## src/rtl/clock_set_pkg.sv

```systemverilog
// clock_set_pkg: shared states, button indices and widths for the clock time-setting front end
package clock_set_pkg;
  typedef enum logic [1:0] {RUN, SET, WRITE} state_t;
  localparam int BTN_MODE = 0;
  localparam int BTN_NEXT = 1;
  localparam int BTN_INC = 2;
  localparam int BTN_DEC = 3;
  localparam int NIBBLE_W = 4;
endpackage

```

## src/rtl/button_debounce.sv

```systemverilog
// button_debounce: 2-FF synchroniser, tick-counted level filter and 1-cycle rising-edge press
module button_debounce #(
  parameter int DEBOUNCE_TICKS = 8
) (
  input  logic i_clk,
  input  logic i_reset,
  input  logic i_tick,
  input  logic i_btn,
  output logic o_level,
  output logic o_press
);
  localparam int CW = $clog2(DEBOUNCE_TICKS);
  logic [1:0] sync;
  logic [CW-1:0] cnt;
  logic level_d;
  always_ff @(posedge i_clk) begin
    if (i_reset) begin
      sync <= '0;
      cnt <= '0;
      o_level <= 1'b0;
      level_d <= 1'b0;
    end else begin
      sync <= {sync[0], i_btn};
      level_d <= o_level;
      if (i_tick) begin
        if (sync[1] == o_level) cnt <= '0;
        else if (cnt == CW'(DEBOUNCE_TICKS - 1)) begin
          o_level <= sync[1];
          cnt <= '0;
        end else cnt <= cnt + 1'b1;
      end
    end
  end
  assign o_press = o_level & ~level_d;
endmodule

```

## src/rtl/clock_set_ctrl.sv

```systemverilog
// clock_set_ctrl: button-driven digit select/write front end; CLOCK_SET_AUTOREPEAT_EN adds inc/dec auto-repeat
module clock_set_ctrl
  import clock_set_pkg::*;
#(
  parameter int N_DIGITS = 6,
  parameter logic [4*N_DIGITS-1:0] DIGIT_MAX = 24'h295959,
  parameter int DEBOUNCE_TICKS = 8,
  parameter int SET_TIMEOUT = 10000
`ifdef CLOCK_SET_AUTOREPEAT_EN
  ,
  parameter int REPEAT_DELAY = 500,
  parameter int REPEAT_PERIOD = 150
`endif
) (
  input  logic i_clk,
  input  logic i_reset,
  input  logic i_tick,
  input  logic i_btn_mode,
  input  logic i_btn_next,
  input  logic i_btn_inc,
  input  logic i_btn_dec,
  input  logic [4*N_DIGITS-1:0] i_digits,
  output logic o_run,
  output logic [N_DIGITS-1:0] o_sel,
  output logic [N_DIGITS-1:0] o_wr,
  output logic [NIBBLE_W-1:0] o_wr_data
);
  localparam logic [N_DIGITS-1:0] SEL_MSB = {1'b1, {(N_DIGITS-1){1'b0}}};
  localparam int TW = SET_TIMEOUT > 0 ? $clog2(SET_TIMEOUT + 1) : 1;
  logic [3:0] raw, lvl, prs, ev;
  logic unused_lvl;
  state_t state, state_n;
  logic run_n;
  logic [N_DIGITS-1:0] sel_n, wr_n;
  logic [NIBBLE_W-1:0] wr_data_n, v, m;
  logic [TW-1:0] tcnt, tcnt_n;
  logic [TW:0] tcnt_inc;
  logic to_hit;
  assign raw = {i_btn_dec, i_btn_inc, i_btn_next, i_btn_mode};
  for (genvar g = 0; g < 4; g++) begin : g_db
    button_debounce #(.DEBOUNCE_TICKS(DEBOUNCE_TICKS)) u_db (
      .i_clk(i_clk),
      .i_reset(i_reset),
      .i_tick(i_tick),
      .i_btn(raw[g]),
      .o_level(lvl[g]),
      .o_press(prs[g])
    );
  end
`ifdef CLOCK_SET_AUTOREPEAT_EN
  localparam int RW = $clog2((REPEAT_DELAY > REPEAT_PERIOD ? REPEAT_DELAY : REPEAT_PERIOD) + 1);
  logic [1:0] rep_btn, rep_btn_n;
  logic rep_first, rep_first_n;
  logic [RW-1:0] rcnt, rcnt_n;
  logic [3:0] rep_ev;
  // rep_btn: bit0 = inc held, bit1 = dec held; repeats fire as synthetic presses
  always_comb begin
    rep_btn_n = rep_btn;
    rep_first_n = rep_first;
    rcnt_n = rcnt;
    rep_ev = '0;
    if (state == RUN || (rep_btn & lvl[BTN_DEC:BTN_INC]) == 2'b00) begin
      rep_btn_n = '0;
      rcnt_n = '0;
    end else if (i_tick) begin
      rcnt_n = rcnt + 1'b1;
      if (rcnt_n == RW'(rep_first ? REPEAT_DELAY : REPEAT_PERIOD)) begin
        rep_ev[BTN_INC] = rep_btn[0];
        rep_ev[BTN_DEC] = rep_btn[1];
        rcnt_n = '0;
        rep_first_n = 1'b0;
      end
    end
    if (state == SET && !prs[BTN_MODE] && !prs[BTN_NEXT] && (prs[BTN_INC] | prs[BTN_DEC])) begin
      rep_btn_n = prs[BTN_INC] ? 2'b01 : 2'b10;
      rcnt_n = '0;
      rep_first_n = 1'b1;
    end
  end
  always_ff @(posedge i_clk) begin
    if (i_reset) begin
      rep_btn <= '0;
      rep_first <= 1'b0;
      rcnt <= '0;
    end else begin
      rep_btn <= rep_btn_n;
      rep_first <= rep_first_n;
      rcnt <= rcnt_n;
    end
  end
  assign ev = prs | rep_ev;
  assign unused_lvl = ^lvl[BTN_NEXT:BTN_MODE];
`else
  assign ev = prs;
  assign unused_lvl = ^lvl;
`endif
  assign tcnt_inc = {1'b0, tcnt} + 1'b1;
  assign to_hit = SET_TIMEOUT > 0 && tcnt_inc >= (TW+1)'(SET_TIMEOUT);
  always_comb begin
    state_n = state;
    run_n = o_run;
    sel_n = o_sel;
    wr_n = '0;
    wr_data_n = o_wr_data;
    tcnt_n = tcnt;
    v = '0;
    m = '0;
    for (int k = 0; k < N_DIGITS; k++) begin
      if (o_sel[k]) begin
        v = i_digits[k*NIBBLE_W +: NIBBLE_W];
        m = DIGIT_MAX[k*NIBBLE_W +: NIBBLE_W];
      end
    end
    unique case (state)
      RUN: if (ev[BTN_MODE]) begin
        state_n = SET;
        run_n = 1'b0;
        sel_n = SEL_MSB;
        tcnt_n = '0;
      end
      SET: if (|ev) begin
        tcnt_n = '0;
        if (ev[BTN_MODE]) begin
          state_n = RUN;
          run_n = 1'b1;
          sel_n = '0;
        end else if (ev[BTN_NEXT]) sel_n = {o_sel[0], o_sel[N_DIGITS-1:1]};
        else begin
          state_n = WRITE;
          wr_n = o_sel;
          wr_data_n = ev[BTN_INC] ? ((v >= m) ? '0 : v + 4'd1)
                                  : ((v == '0) ? m : ((v > m) ? m : v - 4'd1));
        end
      end else if (i_tick && SET_TIMEOUT > 0) begin
        if (to_hit) begin
          state_n = RUN;
          run_n = 1'b1;
          sel_n = '0;
          tcnt_n = '0;
        end else tcnt_n = tcnt_inc[TW-1:0];
      end
      WRITE: begin
        state_n = SET;
        if (i_tick && SET_TIMEOUT > 0) tcnt_n = tcnt_inc[TW-1:0];
      end
      default: state_n = RUN;
    endcase
  end
  always_ff @(posedge i_clk) begin
    if (i_reset) begin
      state <= RUN;
      o_run <= 1'b1;
      o_sel <= '0;
      o_wr <= '0;
      o_wr_data <= '0;
      tcnt <= '0;
    end else begin
      state <= state_n;
      o_run <= run_n;
      o_sel <= sel_n;
      o_wr <= wr_n;
      o_wr_data <= wr_data_n;
      tcnt <= tcnt_n;
    end
  end
endmodule

```

## config.mk

```make
export PLATFORM = sky130hd
export DESIGN_NAME = clock_set_ctrl
export DESIGN_NICKNAME = d
export VERILOG_FILES = /design/src/rtl/clock_set_pkg.sv /design/src/rtl/button_debounce.sv /design/src/rtl/clock_set_ctrl.sv
export SDC_FILE = /design/constraint.sdc
export NUM_CORES = 1
export LEC_CHECK = 0
export CAP_MARGIN = 20
export CORE_ASPECT_RATIO = 0.6
export CORE_MARGIN = 5
export CORE_UTILIZATION = 55
export DETAILED_ROUTE_END_ITERATION = 8
export PLACE_DENSITY = 0.8
export SLEW_MARGIN = 20
export SYNTH_ARGS = -nofsm -noshare
export SYNTH_HDL_FRONTEND = slang
export SYNTH_HIERARCHICAL = 1
export SYNTH_SLANG_ARGS = --single-unit
```

## constraint.sdc

```tcl
create_clock -name i_clk -period 4.1 [get_ports i_clk]
set_clock_uncertainty 0.1 [all_clocks]
set_input_delay 0.82 -clock i_clk [delete_from_list [all_inputs] [get_ports i_clk]]
set_output_delay 0.82 -clock i_clk [all_outputs]
set_load 0.01 [all_outputs]
```

# Word level (Yosys, flattened, before mapping)
# Cells that the tools add are included.
[word_totals]
in_bits = 31
output_inout_bits = 17
elab_cells = 130
ff_bits = 61
[op_classes]
n_eq_ne = 17
n_addsub = 7
bitwise = 16
magnitude_cmp = 3
muxes = 50
reduce_logical = 15
[op_table]
columns = ["op", "n"]
rows = [
  ["14-bit two-way mux", 5],
  ["4-bit two-way mux", 16],
  ["14-bit one-hot mux with 3 select lines", 1],
  ["6-bit two-way mux", 6],
  ["3-bit two-way mux", 8],
  ["14-bit by 1-bit adder with 15-bit output (second input constant)", 1],
  ["15-bit by 14-bit >= comparator with 1-bit output (second input constant)", 1],
  ["3-bit by 1-bit adder with 3-bit output (second input constant)", 4],
  ["3-bit == test (second input constant)", 4],
  ["2-bit two-way mux", 6],
  ["1-bit inverter", 12],
  ["6-bit one-hot mux with 2 select lines", 1],
  ["3-bit AND reduction", 4],
  ["4-bit AND reduction", 3],
  ["5-bit AND reduction", 2],
  ["3-bit inequality test (second input constant)", 2],
  ["2-bit one-hot mux with 3 select lines", 1],
  ["1-bit two-way mux", 5],
  ["5-bit OR reduction", 1],
  ["4-bit by 1-bit adder with 4-bit output (second input constant)", 1],
  ["1-bit AND", 4],
  ["1-bit == test", 4],
  ["4-bit >= comparator", 1],
  ["4-bit > comparator", 1],
  ["other kinds (14)", 14],
]

# Longest topological paths before layout
# Gate-level depths: netlist of run 1.
[logic_depth]
word_depth = 10
depth_mapped = 14
depth_no_buf = 12

# By module
# Netlist of run 1, hierarchy kept.
[modules_own_cells]
columns = ["module", "area_per_inst_um2", "n_inst", "cells_per_inst"]
rows = [
  ["clock_set_ctrl", 2339.7, 1, 306],
  ["button_debounce", 295.3, 4, 27],
]

# Worst setup path after synthesis of run 1
# Ideal clock, no wire load.
[synth_path]
path_kind = "input port to flip-flop"
startpoint = "in i_digits[6]"
endpoint = "reg o_wr_data[2]"
n_path_buf = 0
arrival_ns = 3.056
t_required_ns = 3.914
setup_time_ns = 0.086
path_slack_ns = 0.859
stages = 10
cell_sequence = "a211oi_1 -> o21ai_0 -> a221oi_1 -> nor2_1 -> ha_1 -> nand2_1 -> o2bb2ai_1 -> o21ai_0 -> a221o_1 -> a211oi_1"
[synth_between]
elab_chain_cells = 9
word_cells_on_any_way = 14
classes_between = "add/sub (2); order compare (2); mux (9); reduce/logical (1)"
[synth_rtl]
columns = ["item", "line_no", "source"]
rows = [
  ["start, declared", "clock_set_ctrl.sv:22", "input logic [4*N_DIGITS-1:0] i_digits,"],
  ["4-bit two-way mux * (5 in a row)", "clock_set_ctrl.sv:109", "if (o_sel[k]) begin"],
  ["4-bit by 1-bit subtractor with 4-bit output or 4-bit > comparator (tied branches)", "clock_set_ctrl.sv:132", ": ((v == '0) ? m : ((v > m) ? m : v - 4'd1));"],
  ["4-bit two-way mux (2 in a row)", "clock_set_ctrl.sv:132", ""],
  ["4-bit two-way mux *", "clock_set_ctrl.sv:131", "wr_data_n = ev[BTN_INC] ? ((v >= m) ? '0 : v + 4'd1)"],
  ["end signal, assigned", "clock_set_ctrl.sv:162", "o_wr_data <= wr_data_n;"],
  ["end, declared", "clock_set_ctrl.sv:26", "output logic [NIBBLE_W-1:0] o_wr_data"],
]
# Mark *: on every way between the ends. The rest lies on a longest branch, timed or not.
# A chain may end at the register's enable or synchronous reset.

# Worst setup path in the final report of run 1
# Same ends and word-level chain as after synthesis.

==> impl_results.rst, run 1 <==
.. list-table::
   :header-rows: 1

   * - Metric
     - Value
   * - Capture point of the worst reg-to-reg path
     - o_wr_data[2]
   * - Number of max-slew violations in the final report
     - 0
   * - Post-Synthesis Net Count
     - 464
   * - Routed length per placed instance
     - 15.8 um
   * - Net count, final
     - 511
   * - Area share of the largest cell type after synthesis
     - 34.7%
   * - Clock tree from TritonCTS
     - yes
   * - Initial DRT Pass Iterations
     - 5
   * - Die Span Y
     - 72.0 um
   * - Via count of the first global-routing pass
     - 3048
   * - Share of the yosys chip area belonging to registers
     - around a third
   * - Crit path required time
     - 4.26 ns
   * - Worst-path cell chain
     - clkdlybuf4s50_1 -> a211oi_1 -> o21ai_0 -> a221oi_1 -> nor2_1 -> ha_1 -> nand2_1 -> o2bb2ai_1 -> o21ai_0 -> a221o_1 -> a211oi_1
   * - Setup violations, final
     - 0
   * - Actual transition at the worst max-transition pin
     - between 0.8 and 0.9 ns
   * - Flip-flop and latch count after synthesis
     - 61
   * - Largest net degree at the start of global routing
     - 41
   * - Starting Density
     - between 50% and 60%
   * - Grt ovf
     - 0
   * - Post-synthesis instance total
     - 414
   * - CTS Hold Buffers Added
     - 0
   * - Top post-synthesis cells by area
     - dfxtp_1, ha_1, nand2_1
   * - Setup Crit Path Kind
     - input port to register
   * - Maximum buffer depth of the clock tree
     - 2
   * - Average cell area after synthesis
     - 8.50 um2
   * - Number of buffer cells added on primary ports
     - 47
   * - Synthesis warning total
     - 6
   * - Core area
     - 6170 um2
   * - Detailed Route Iter0 Violations
     - approximately 330
   * - Hold Startpoint
     - g_db[2].u_db/sync[0]
   * - Tightest slew margin relative to the limit
     - 44.0%
   * - Kind of capture point of the worst setup path
     - register
   * - Crit path launch type
     - input port
   * - Wire length of the first global-routing pass
     - 14.5 mm
   * - # Post-CTS Setup Buffers
     - 0
   * - Post-synth design cell area
     - 3520 um2
   * - Total half-perimeter wirelength after legalization and detailed placement
     - ~6.2 mm
   * - I/O pins
     - 48
   * - Slowest-stage cell, CP
     - a221oi_1
   * - Die outline area
     - between 8000 and 9000 um2
   * - Depth of the CTS H-tree
     - 3
   * - Global-route total usage across every layer
     - 22.0%
   * - Synth unique cells
     - 68
   * - Tmin final
     - 3.54 ns
   * - Via count
     - 3273
   * - Post-place setup slack
     - 0.255 ns
   * - Post-cts repair resize count
     - 0
   * - Worst hold path endpoint
     - g_db[2].u_db/sync[1]
   * - Maximum capacitance violations
     - 0
   * - Antenna violations before repair
     - 0
   * - Crit-path max cell delay
     - 0.52 ns
   * - Least setup slack across all paths after layout
     - between 0.5 and 0.6 ns
   * - Clock edge transition at the registers on the reported setup and hold paths
     - 0.07 ns
   * - Horiz. Die Dim
     - 113 um
   * - PD cells
     - 324 nW/um2
   * - Setup Total Neg Slack
     - 0 ns
   * - Part of the cycle the worst path needs
     - 86.3%
   * - Status
     - complete, no violations
   * - CTS root buf
     - clkbuf_8
   * - Latest clock arrival within the worst-skew pair
     - about 0.35 ns
   * - Setup repair after global routing missed its margin
     - false
   * - Remaining number of nets flagged by the antenna check after routing
     - 0
   * - Critical path arrival
     - 3.70 ns
   * - Most used flip-flop cell after synthesis
     - dfxtp_1
   * - Number of clock sinks
     - 61
   * - DRC violation count after routing
     - 0
   * - Maximum fanout along the worst path
     - 6
   * - Fmax achieved
     - 0.283 GHz
   * - Register-to-register path setup slack
     - 0.81 ns
   * - Asr flop ratio synth
     - 0%
   * - Peak supply drop
     - 0.275 mV
   * - Hold Fails Final Rpt
     - 0
   * - WHS Path Cells
     - 1
   * - Number of buffers created by CTS
     - 9
   * - Min-delay worst type
     - register to register
   * - Core Rows
     - 22
   * - Area leader, netlist
     - dfxtp_1
   * - Routability cong.
     - 0.895
   * - Syn-to-layout area delta
     - 20.6%
   * - Routed via count divided by cell count
     - roughly 6.0
   * - Number of cells on the worst reg-to-reg path
     - 10
   * - Number of flops mapped to enable cells by yosys
     - 0
   * - Routed Wire Length
     - 8.66 mm
   * - Startpoint of the worst-slack reg-to-reg timing path
     - o_sel[1]
   * - Static Leakage
     - 1.58 nW
   * - Share of cells above drive strength 1
     - 10.3%
   * - Diode insertion count for antenna repair
     - 0
per-stage QoR:
| stage | hold slack, ns | util (%) | cells | total power, mW | instance area, um2 |
|---|---|---|---|---|---|
| floorplan | 0.314 | - | 414 | 0.754 | 3520 |
| detailed placement | 0.324 | 65.5 | 534 | 0.831 | 4040 |
| global route | 0.352 | 68.9 | 550 | 1.44 | 4250 |
| CTS | 0.342 | 68.9 | 550 | 1.38 | 4250 |
| finish | 0.337 | 68.9 | 550 | 1.37 | 4250 |
| global placement | 0.318 | 65.5 | 534 | 0.824 | 4040 |
logic make-up after synthesis:
| group | synth area share, % |
|---|---|
| compound gates | 22.3 |
| xor+xnor | 2.49 |
| simple gates | 27.5 |
| mux | 0.853 |
| flops | 34.7 |
| fa+ha+maj | 6.75 |
| buf+inv | 5.44 |
cell type report:
class	count	area, um2
Tap cell	84	105
Clock buffer	10	138
Inverter	19	71.3
Fill cell	524	1920
Clock inverter	6	71.3
Timing Repair Buffer	56	533
Sequential cell	61	1220
Multi-Input combinational cell	314	2110
worst max path at each step:
stage	from	to	depth (start not counted)
floorplan	i_digits[6]	o_wr_data[2]	10
global placement	i_digits[6]	o_wr_data[2]	11
detailed placement	i_digits[6]	o_wr_data[2]	11
CTS	i_digits[6]	o_wr_data[2]	11
global route	i_digits[6]	o_wr_data[2]	11
finish	i_digits[6]	o_wr_data[2]	11
synthesized netlist by cell type, drive strengths merged (5+ instances only):
cell and n:
a211oi 6, a21oi 24, a31oi 5, and2 6, and3 5, buf 12
clkbuf 8, dfxtp 61, ha 19, inv 19, nand2 35, nand2b 9
nand3 21, nor2 26, nor2b 18, nor3 13, o21ai 19, o311ai 5
o31ai 10, or3 7, or3b 8, xnor2 6
routing by layer:
layer / GRT usage [%] / wire length, um / vias to the layer above / share of wire (%)
li1: - / - / 1616 / -
met1: 30.4 / 4270 / 1549 / 49
met2: 33.3 / 3810 / 100 / 44
met3: 7.58 / 507 / 8 / 5.9
met4: 4.67 / 67 / 0 / 0.77
met5: 0 / 0 / - / 0
where the power goes:
part           internal (mW)  switching (mW)  total, mW
Clock                  0.301           0.251      0.552
Combinational         0.0994           0.117      0.217
Sequential             0.599         0.00655      0.606
cell usage in the layout, fill, tap and decap left out, types with 3 or more instances in the layout:
cell,netlist,final
o211ai_1,3,3
nand2_1,35,35
a22oi_1,4,4
o311ai_1,5,5
dfxtp_1,61,61
o32ai_1,4,4
xnor2_1,6,6
xor2_1,4,4
a31oi_1,5,5
nor2b_1,18,18
and2_1,6,6
mux2i_1,3,3
nand3_1,20,20
buf_4,1,9
nand2b_1,9,9
a21oi_1,22,22
o21ai_0,15,15
a21bo_2,4,4
and3_1,3,3
inv_1,19,19
or3b_1,8,8
o21ai_1,4,4
clkdlybuf4s50_1,0,46
nor2_1,26,26
nand4_1,4,4
clkbuf_8,0,10
and2b_2,4,4
a311oi_1,4,4
ha_1,19,19
or3_1,5,5
o31ai_1,10,10
nor3_1,11,11
or4b_1,4,4
a211oi_1,5,5
o22ai_1,3,3
registers in the layout, indices dropped and copies added (netlist names):
register / count
tcnt: 14
o_wr_data: 4
g_db.u_db/o_level: 4
o_run: 1
o_wr: 6
g_db.u_db/sync: 8
g_db.u_db/cnt: 12
o_sel: 6
g_db.u_db/level_d: 4
state: 2
critical path, delay by kind of cell:
family | cells | cell delay [ns]
AOI/OAI and AO/OA | 7 | 1.95
adders and majority gates | 1 | 0.33
buffers and inverters | 1 | 0.40
and+or+nand+nor | 2 | 0.21
Note: power is estimated with default switching activity, not from simulation.
==> run 2, diff against run 1 <==
- CORE_UTILIZATION: 55 -> 59
- PLACE_DENSITY: 0.8 -> 0.85
- clock period: 4.1 -> 4.3 ns (I/O delays scaled with it)
==> run 2 against run 1 <==
Compared with the run above: via count rose by 1.3%; total power down 5.6%; die area fell by 6.0%; design area is 0.88% lower; utilization is 5.3 points higher; final cell count decreased by 1.1%; clock-buffer cell count stayed put; worst hold slack gained 0.0017 ns; sequential power decreased by 4.6%; register-to-register slack lost 0.12 ns; combinational power shrank 4%; highest routed layer unchanged; critical endpoint unchanged.
==> impl_results.rst, run 2 (synthesis gave the netlist of run 1 again) <==
.. list-table::
   :header-rows: 1

   * - Metric
     - Value
   * - Core Rows
     - 21 (-4.5%)
   * - PD cells
     - 308 nW/um2 (-4.7%)
   * - Leading cell types in the layout, fill and taps excluded
     - dfxtp_1, clkdlybuf4s50_1, nand2_1
   * - Most flops, register
     - tcnt
   * - Detailed Route Iter0 Violations
     - 280 (-15%)
   * - Worst setup path startpoint
     - i_digits[11]
   * - Diode insertion count for antenna repair
     - 0 (unchanged)
   * - Number of cells on the worst reg-to-reg path
     - 11 (+1)
   * - Die outline area
     - 7660 um2 (-6.0%)
   * - CTS Hold Buffers Added
     - 0 (unchanged)
   * - Depth of the CTS H-tree
     - 3 (unchanged)
   * - Crit path required time
     - 4.48 ns (+0.22 ns)
   * - Setup repair after global routing missed its margin
     - false
   * - Latest clock arrival within the worst-skew pair
     - 0.37 ns (+0.02 ns)
   * - Remaining number of nets flagged by the antenna check after routing
     - 0 (unchanged)
   * - Crit path launch type
     - input port
   * - Share of cells above drive strength 1
     - 9.70% (-0.60 points)
   * - Routed via count divided by cell count
     - 6.09 (+2.4%)
   * - Setup Crit Path Kind
     - input port to register
   * - Flip-flop count of the largest register after layout
     - 14 (unchanged)
   * - Horiz. Die Dim
     - 110 um (-3.1%)
   * - WHS Path Cells
     - 1 (unchanged)
   * - Status
     - complete, no violations
   * - Startpoint of the worst-slack reg-to-reg timing path
     - o_sel[5]
   * - Part of the cycle the worst path needs
     - 89.2%
   * - Clock edge transition at the registers on the reported setup and hold paths
     - 0.07 ns (about the same)
   * - Initial DRT Pass Iterations
     - 5 (unchanged)
   * - Maximum capacitance violations
     - 0 (unchanged)
   * - Overall Power
     - 1.30 mW (-5.6%)
   * - Register-to-register path setup slack
     - 0.69 ns (-0.12 ns)
   * - Largest registers
     - tcnt: 14 flops, g_db.u_db/cnt: 12 flops, g_db.u_db/sync: 8 flops
   * - Tmin final
     - 3.84 ns
   * - Via count of the first global-routing pass
     - 3132 (+2.8%)
   * - Maximum buffer depth of the clock tree
     - 2 (unchanged)
   * - Setup violations, final
     - 0 (unchanged)
   * - Tightest slew margin relative to the limit
     - 38.1% (-5.9 points)
   * - Net count, final
     - 509 (-0.39%)
   * - Grt ovf
     - 0 (unchanged)
   * - Fill cell count
     - 433 (-17%)
   * - Static Leakage
     - 1.57 nW (-1.1%)
   * - Largest net degree at the start of global routing
     - 37 (-9.8%)
   * - Hold Startpoint
     - g_db[3].u_db/sync[0]
   * - Area of all placed cells without fillers
     - 4210 um2 (-0.88%)
   * - Maximum fanout along the worst path
     - 9 (+3)
   * - Number of clock sinks
     - 61 (unchanged)
   * - Syn-to-layout area delta
     - 19.6%
   * - Number of buffers created by CTS
     - 9 (unchanged)
   * - Global-route total usage across every layer
     - 25.1% (+3.2 points)
   * - Number of max-slew violations in the final report
     - 0 (unchanged)
   * - Die Span Y
     - 69.8 um (-3.0%)
   * - Clock tree from TritonCTS
     - yes
   * - CTS root buf
     - clkbuf_8
   * - Actual transition at the worst max-transition pin
     - 0.927 ns (+0.0876 ns)
   * - Routability cong.
     - 0.902 (+0.78%)
   * - Wire length of the first global-routing pass
     - 15.3 mm (+5.5%)
   * - Hold Fails Final Rpt
     - 0 (unchanged)
   * - Standard cell area after detailed placement
     - 4020 um2 (-0.50%)
   * - Starting Density
     - 62.0% (+4.9 points)
   * - Setup Total Neg Slack
     - 0 ns (unchanged)
   * - Peak supply drop
     - 0.190 mV (-31%)
   * - Via count
     - 3315 (+1.3%)
   * - Min-delay worst type
     - register to register
   * - Routed length per placed instance
     - 16.9 um (+7.2%)
   * - Routed Wire Length
     - 9.19 mm (+6.1%)
   * - # Post-CTS Setup Buffers
     - 0 (unchanged)
   * - Fmax achieved
     - 0.261 GHz
   * - Critical path arrival
     - 4.01 ns (+0.31 ns)
   * - Number of buffer cells added on primary ports
     - 47 (unchanged)
   * - Capture point of the worst reg-to-reg path
     - o_wr_data[2]
   * - Worst hold path endpoint
     - g_db[3].u_db/sync[1]
   * - Kind of capture point of the worst setup path
     - register
   * - Post-cts repair resize count
     - 0 (unchanged)
   * - Leading cell type in the layout, fill and taps excluded
     - dfxtp_1
   * - DRC violation count after routing
     - 0 (unchanged)
   * - Minimum hold slack
     - 0.339 ns (+0.00173 ns)
   * - Total half-perimeter wirelength after legalization and detailed placement
     - 6.51 mm (+4.4%)
   * - Antenna violations before repair
     - 0 (unchanged)
   * - I/O pins
     - 48 (unchanged)
   * - Core area
     - 5680 um2 (-8.0%)
## run 2: worst max-delay path by stage
stage	cells past startpoint	slack (ns)	end
after floorplan	10	1.02	o_wr_data[2]
after global placement	12	0.48	o_wr_data[2]
after detailed placement	12	0.34	o_wr_data[2]
after CTS	12	0.53	o_wr_data[2]
after global routing	12	0.19	o_wr_data[2]
final	12	0.46	o_wr_data[2]
## run 2: power by group
group	leakage [nW]	switching [mW]	internal [mW]	total, mW
Combinational	0.980	0.119	0.0897	0.209
Sequential	0.493	0.00636	0.571	0.578
Clock	0.0923	0.245	0.266	0.511
## run 2: worst max-delay path, cell delays in order
cell and delay [ns]:
clkdlybuf4s50_1 0.45, nor3b_1 0.04, nor3_1 0.25, a221oi_1 0.12, buf_4 0.19, nor2_1 0.33
ha_1 0.34, a21oi_1 0.22, o2bb2ai_1 0.34, o21ai_0 0.27, a221o_1 0.41, a211oi_1 0.18
## run 2: layout make-up
class,instances,area (um2),area share (%)
timing repair buffer,54,518,12.3
inverter,19,71.3,1.69
clock inverter,6,63.8,1.52
clock buffer,10,128,3.03
tap,80,100,2.38
sequential,61,1220,29.0
multi-input combinational,314,2110,50.1
## run 2: metal layers
metal | track usage [%] | up-vias | part of all wire, %
li1 | - | 1610 | -
met1 | 35.6 | 1543 | 46
met2 | 36.6 | 144 | 45
met3 | 6.14 | 18 | 8.2
met4 | 9.13 | 0 | 1.7
met5 | 0 | - | 0
## run 2: metrics by stage
step	utilization (%)	setup WS, ns	instances
final	74.2	0.465	544
after global routing	74.2	0.190	544
after detailed placement	70.8	0.342	528
after CTS	74.2	0.528	544
after global placement	70.8	0.482	528
after floorplan	-	1.02	414
==> run 3, diff against run 2 <==
- ABC_CLOCK_PERIOD_IN_PS: default -> 4300
- CORE_MARGIN: 5 -> 2
==> run 3 against run 2 <==
Compared with the run above: fmax decreased by 1.2%; worst hold slack better by 0.0077 ns; final cell count fell by 0.55%; non-clock buffer count shrank 3; largest cell class unchanged; clock-buffer cell count stayed put; utilization decreased by 0.088 points; wire length fell by 11%; clock power grew 3%; global-route usage grew 1.3 points; highest routed layer unchanged; setup slack got worse by 0.046 ns.
==> impl_results.rst, run 3 (synthesis gave the netlist of run 1 again) <==
.. list-table::
   :header-rows: 1

   * - Metric
     - Value
   * - Clock edge transition at the registers on the reported setup and hold paths
     - 0.07 ns (about the same)
   * - Slowest-stage cell, CP
     - a221oi_1
   * - Hold Fails Final Rpt
     - 0 (unchanged)
   * - Clock tree from TritonCTS
     - yes
   * - Routed Wire Length
     - 8.22 mm (-11%)
   * - WL met1
     - 4.08 mm (-2.5%)
   * - PD cells
     - 309 nW/um2 (about the same)
   * - Number of buffer cells added on primary ports
     - 47 (unchanged)
   * - Number of max-slew violations in the final report
     - 0 (unchanged)
   * - Setup repair after global routing missed its margin
     - false
   * - Initial DRT Pass Iterations
     - 7 (+2)
   * - Fill cell count
     - 455 (+5.1%)
   * - Via count of the first global-routing pass
     - 2914 (-7.0%)
   * - Core area
     - 5680 um2 (unchanged)
   * - Via count
     - 3236 (-2.4%)
   * - Maximum fanout along the worst path
     - 9 (unchanged)
   * - Crit-path max cell delay
     - 0.54 ns (+0.09 ns)
   * - Setup Crit Path Kind
     - input port to register
   * - Worst-path cell chain
     - clkdlybuf4s50_1 -> a211oi_1 -> o21ai_0 -> a221oi_1 -> nor2_1 -> ha_1 -> nand2_1 -> o2bb2ai_1 -> o21ai_0 -> a221o_1 -> a211oi_1
   * - Die outline area
     - 6620 um2 (-14%)
   * - CTS root buf
     - clkbuf_8
   * - Clk pwr share
     - 40.5% (+1.1 points)
   * - I/O pins
     - 48 (unchanged)
   * - Sw power
     - 354 uW (-4.5%)
   * - Met3 wire len
     - 513 um (-32%)
   * - # Post-CTS Setup Buffers
     - 0 (unchanged)
   * - Remaining number of nets flagged by the antenna check after routing
     - 0 (unchanged)
   * - Crit path required time
     - 4.46 ns (-0.02 ns)
   * - Maximum buffer depth of the clock tree
     - 2 (unchanged)
   * - Kind of capture point of the worst setup path
     - register
   * - Part of the cycle the worst path needs
     - 90.3% (+1.1 points)
   * - Minimum hold slack
     - 0.347 ns (+0.00768 ns)
   * - Non-filler instance count after layout
     - 541 (-0.55%)
   * - Share of total power in combinational logic
     - 15.0% (-1.1 points)
   * - Routability cong.
     - 0.972 (+7.8%)
   * - Routed via count divided by cell count
     - 5.98 (-1.8%)
   * - Leading cell types in the layout, fill and taps excluded
     - dfxtp_1, clkdlybuf4s50_1, nand2_1
   * - Worst Path Buf+Inv
     - 1 (-1)
   * - Latest clock arrival within the worst-skew pair
     - 0.34 ns (-0.03 ns)
   * - Horiz. Die Dim
     - 104 um (-5.5%)
   * - Die Span Y
     - 63.8 um (-8.6%)
   * - Logic depth of the worst setup path including buffers
     - 11 (-1)
   * - Routed length per placed instance
     - 15.2 um (-10%)
   * - Depth of the CTS H-tree
     - 3 (unchanged)
   * - Setup Total Neg Slack
     - 0 ns (unchanged)
   * - Diode insertion count for antenna repair
     - 0 (unchanged)
   * - Largest registers
     - tcnt: 14 flops, g_db.u_db/cnt: 12 flops, g_db.u_db/sync: 8 flops
   * - Flip-flop count of the largest register after layout
     - 14 (unchanged)
   * - Met2 wirelength from detailed routing
     - 3.55 mm (-13%)
   * - Kind of cell with the highest combined delay on the critical path
     - compound AO/OA/AOI/OAI gates
   * - Switching portion of total power
     - 27.3% (-1.3 points)
   * - Net count, final
     - 506 (-0.59%)
   * - Setup violations, final
     - 0 (unchanged)
   * - Tightest slew margin relative to the limit
     - 42.2% (+4.1 points)
   * - Min-delay worst type
     - register to register
   * - Crit path launch type
     - input port
   * - Detailed Route Iter0 Violations
     - 288 (+2.9%)
   * - Maximum capacitance violations
     - 0 (unchanged)
   * - WHS Path Cells
     - 1 (unchanged)
   * - Number of buffers created by CTS
     - 9 (unchanged)
   * - Grt ovf
     - 0 (unchanged)
   * - Static Leakage
     - 1.56 nW (-0.44%)
   * - Core Rows
     - 21 (unchanged)
   * - Number of clock sinks
     - 61 (unchanged)
   * - Most flops, register
     - tcnt
   * - Post-cts repair resize count
     - 0 (unchanged)
   * - Status
     - complete, no violations
   * - Antenna violations before repair
     - 0 (unchanged)
   * - Wire length of the first global-routing pass
     - 14.0 mm (-8.6%)
   * - Standard cell area after detailed placement
     - 4000 um2 (-0.56%)
   * - Starting Density
     - 62.0% (unchanged)
   * - CTS Hold Buffers Added
     - 0 (unchanged)
   * - Actual transition at the worst max-transition pin
     - 0.865 ns (-0.0618 ns)
   * - Number of cells on the worst reg-to-reg path
     - 10 (-1)
   * - Largest net degree at the start of global routing
     - 42 (+14%)
   * - Power Internal
     - 944 uW (+1.8%)
   * - Global-route total usage across every layer
     - 26.5% (+1.3 points)
   * - Share of cells above drive strength 1
     - 9.33% (-0.37 points)
   * - Leading cell type in the layout, fill and taps excluded
     - dfxtp_1
   * - Instance count after placement with tap cells included
     - 525 (-0.57%)
   * - DRC violation count after routing
     - 0 (unchanged)
   * - Syn-to-layout area delta
     - 19.4%
   * - Total half-perimeter wirelength after legalization and detailed placement
     - 5.94 mm (-8.7%)
   * - Fmax achieved
     - 0.258 GHz (-1.2%)
   * - Peak supply drop
     - 0.195 mV (+3.0%)
   * - Top sig layer
     - met4
   * - Tmin final
     - 3.88 ns (+0.0462 ns)
   * - Critical path arrival
     - 4.04 ns (+0.03 ns)
   * - Proportion of power drawn by flip-flops and latches
     - 44.5% (about the same)
   * - Area of all placed cells without fillers
     - 4210 um2 (-0.12%)
run 3: routing by layer:
metal	global-route usage, %	vias to the layer above
li1	-	1608
met5	0	-
met2	38.8	98
met4	9.63	0
met3	6.43	6
met1	37.8	1524
run 3: through the flow:
| step | total power [mW] | utilization [%] | worst slack (ns) |
|---|---|---|---|
| after global placement | 0.777 | 70.4 | 0.271 |
| after global routing | 1.36 | 74.1 | 0.0764 |
| after floorplan | 0.719 | - | 1.02 |
| after detailed placement | 0.779 | 70.4 | 0.165 |
| final | 1.30 | 74.1 | 0.418 |
| after CTS | 1.30 | 74.1 | 0.512 |
run 3: layout make-up:
| type | count | area, um2 | area share, % |
|---|---|---|---|
| multi-input combinational | 314 | 2110 | 50.1 |
| sequential | 61 | 1220 | 29.0 |
| timing repair buffer | 51 | 495 | 11.8 |
| clock buffer | 10 | 138 | 3.27 |
| tap | 80 | 100 | 2.38 |
| clock inverter | 6 | 71.3 | 1.70 |
| inverter | 19 | 71.3 | 1.70 |
run 3: power groups by stage:
stage          Combinational (mW)  Clock, mW  Sequential, mW
2_1_floorplan               0.131          0           0.588
3_3_place_gp                0.187          0           0.590
3_5_place_dp                0.189          0           0.590
4_1_cts                     0.191      0.536           0.577
5_1_grt                     0.214      0.564           0.578
6_report                    0.195      0.525           0.578
run 3: final timing paths:
kind / from / to / slack [ns]
setup / recovery: i_digits[6] / o_wr_data[2] / 0.42
hold / removal: g_db[0].u_db/sync[0] / g_db[0].u_db/sync[1] / 0.35
setup reg to reg: o_sel[1] / o_wr_data[2] / 0.71
hold reg to reg: g_db[0].u_db/sync[0] / g_db[0].u_db/sync[1] / 0.35
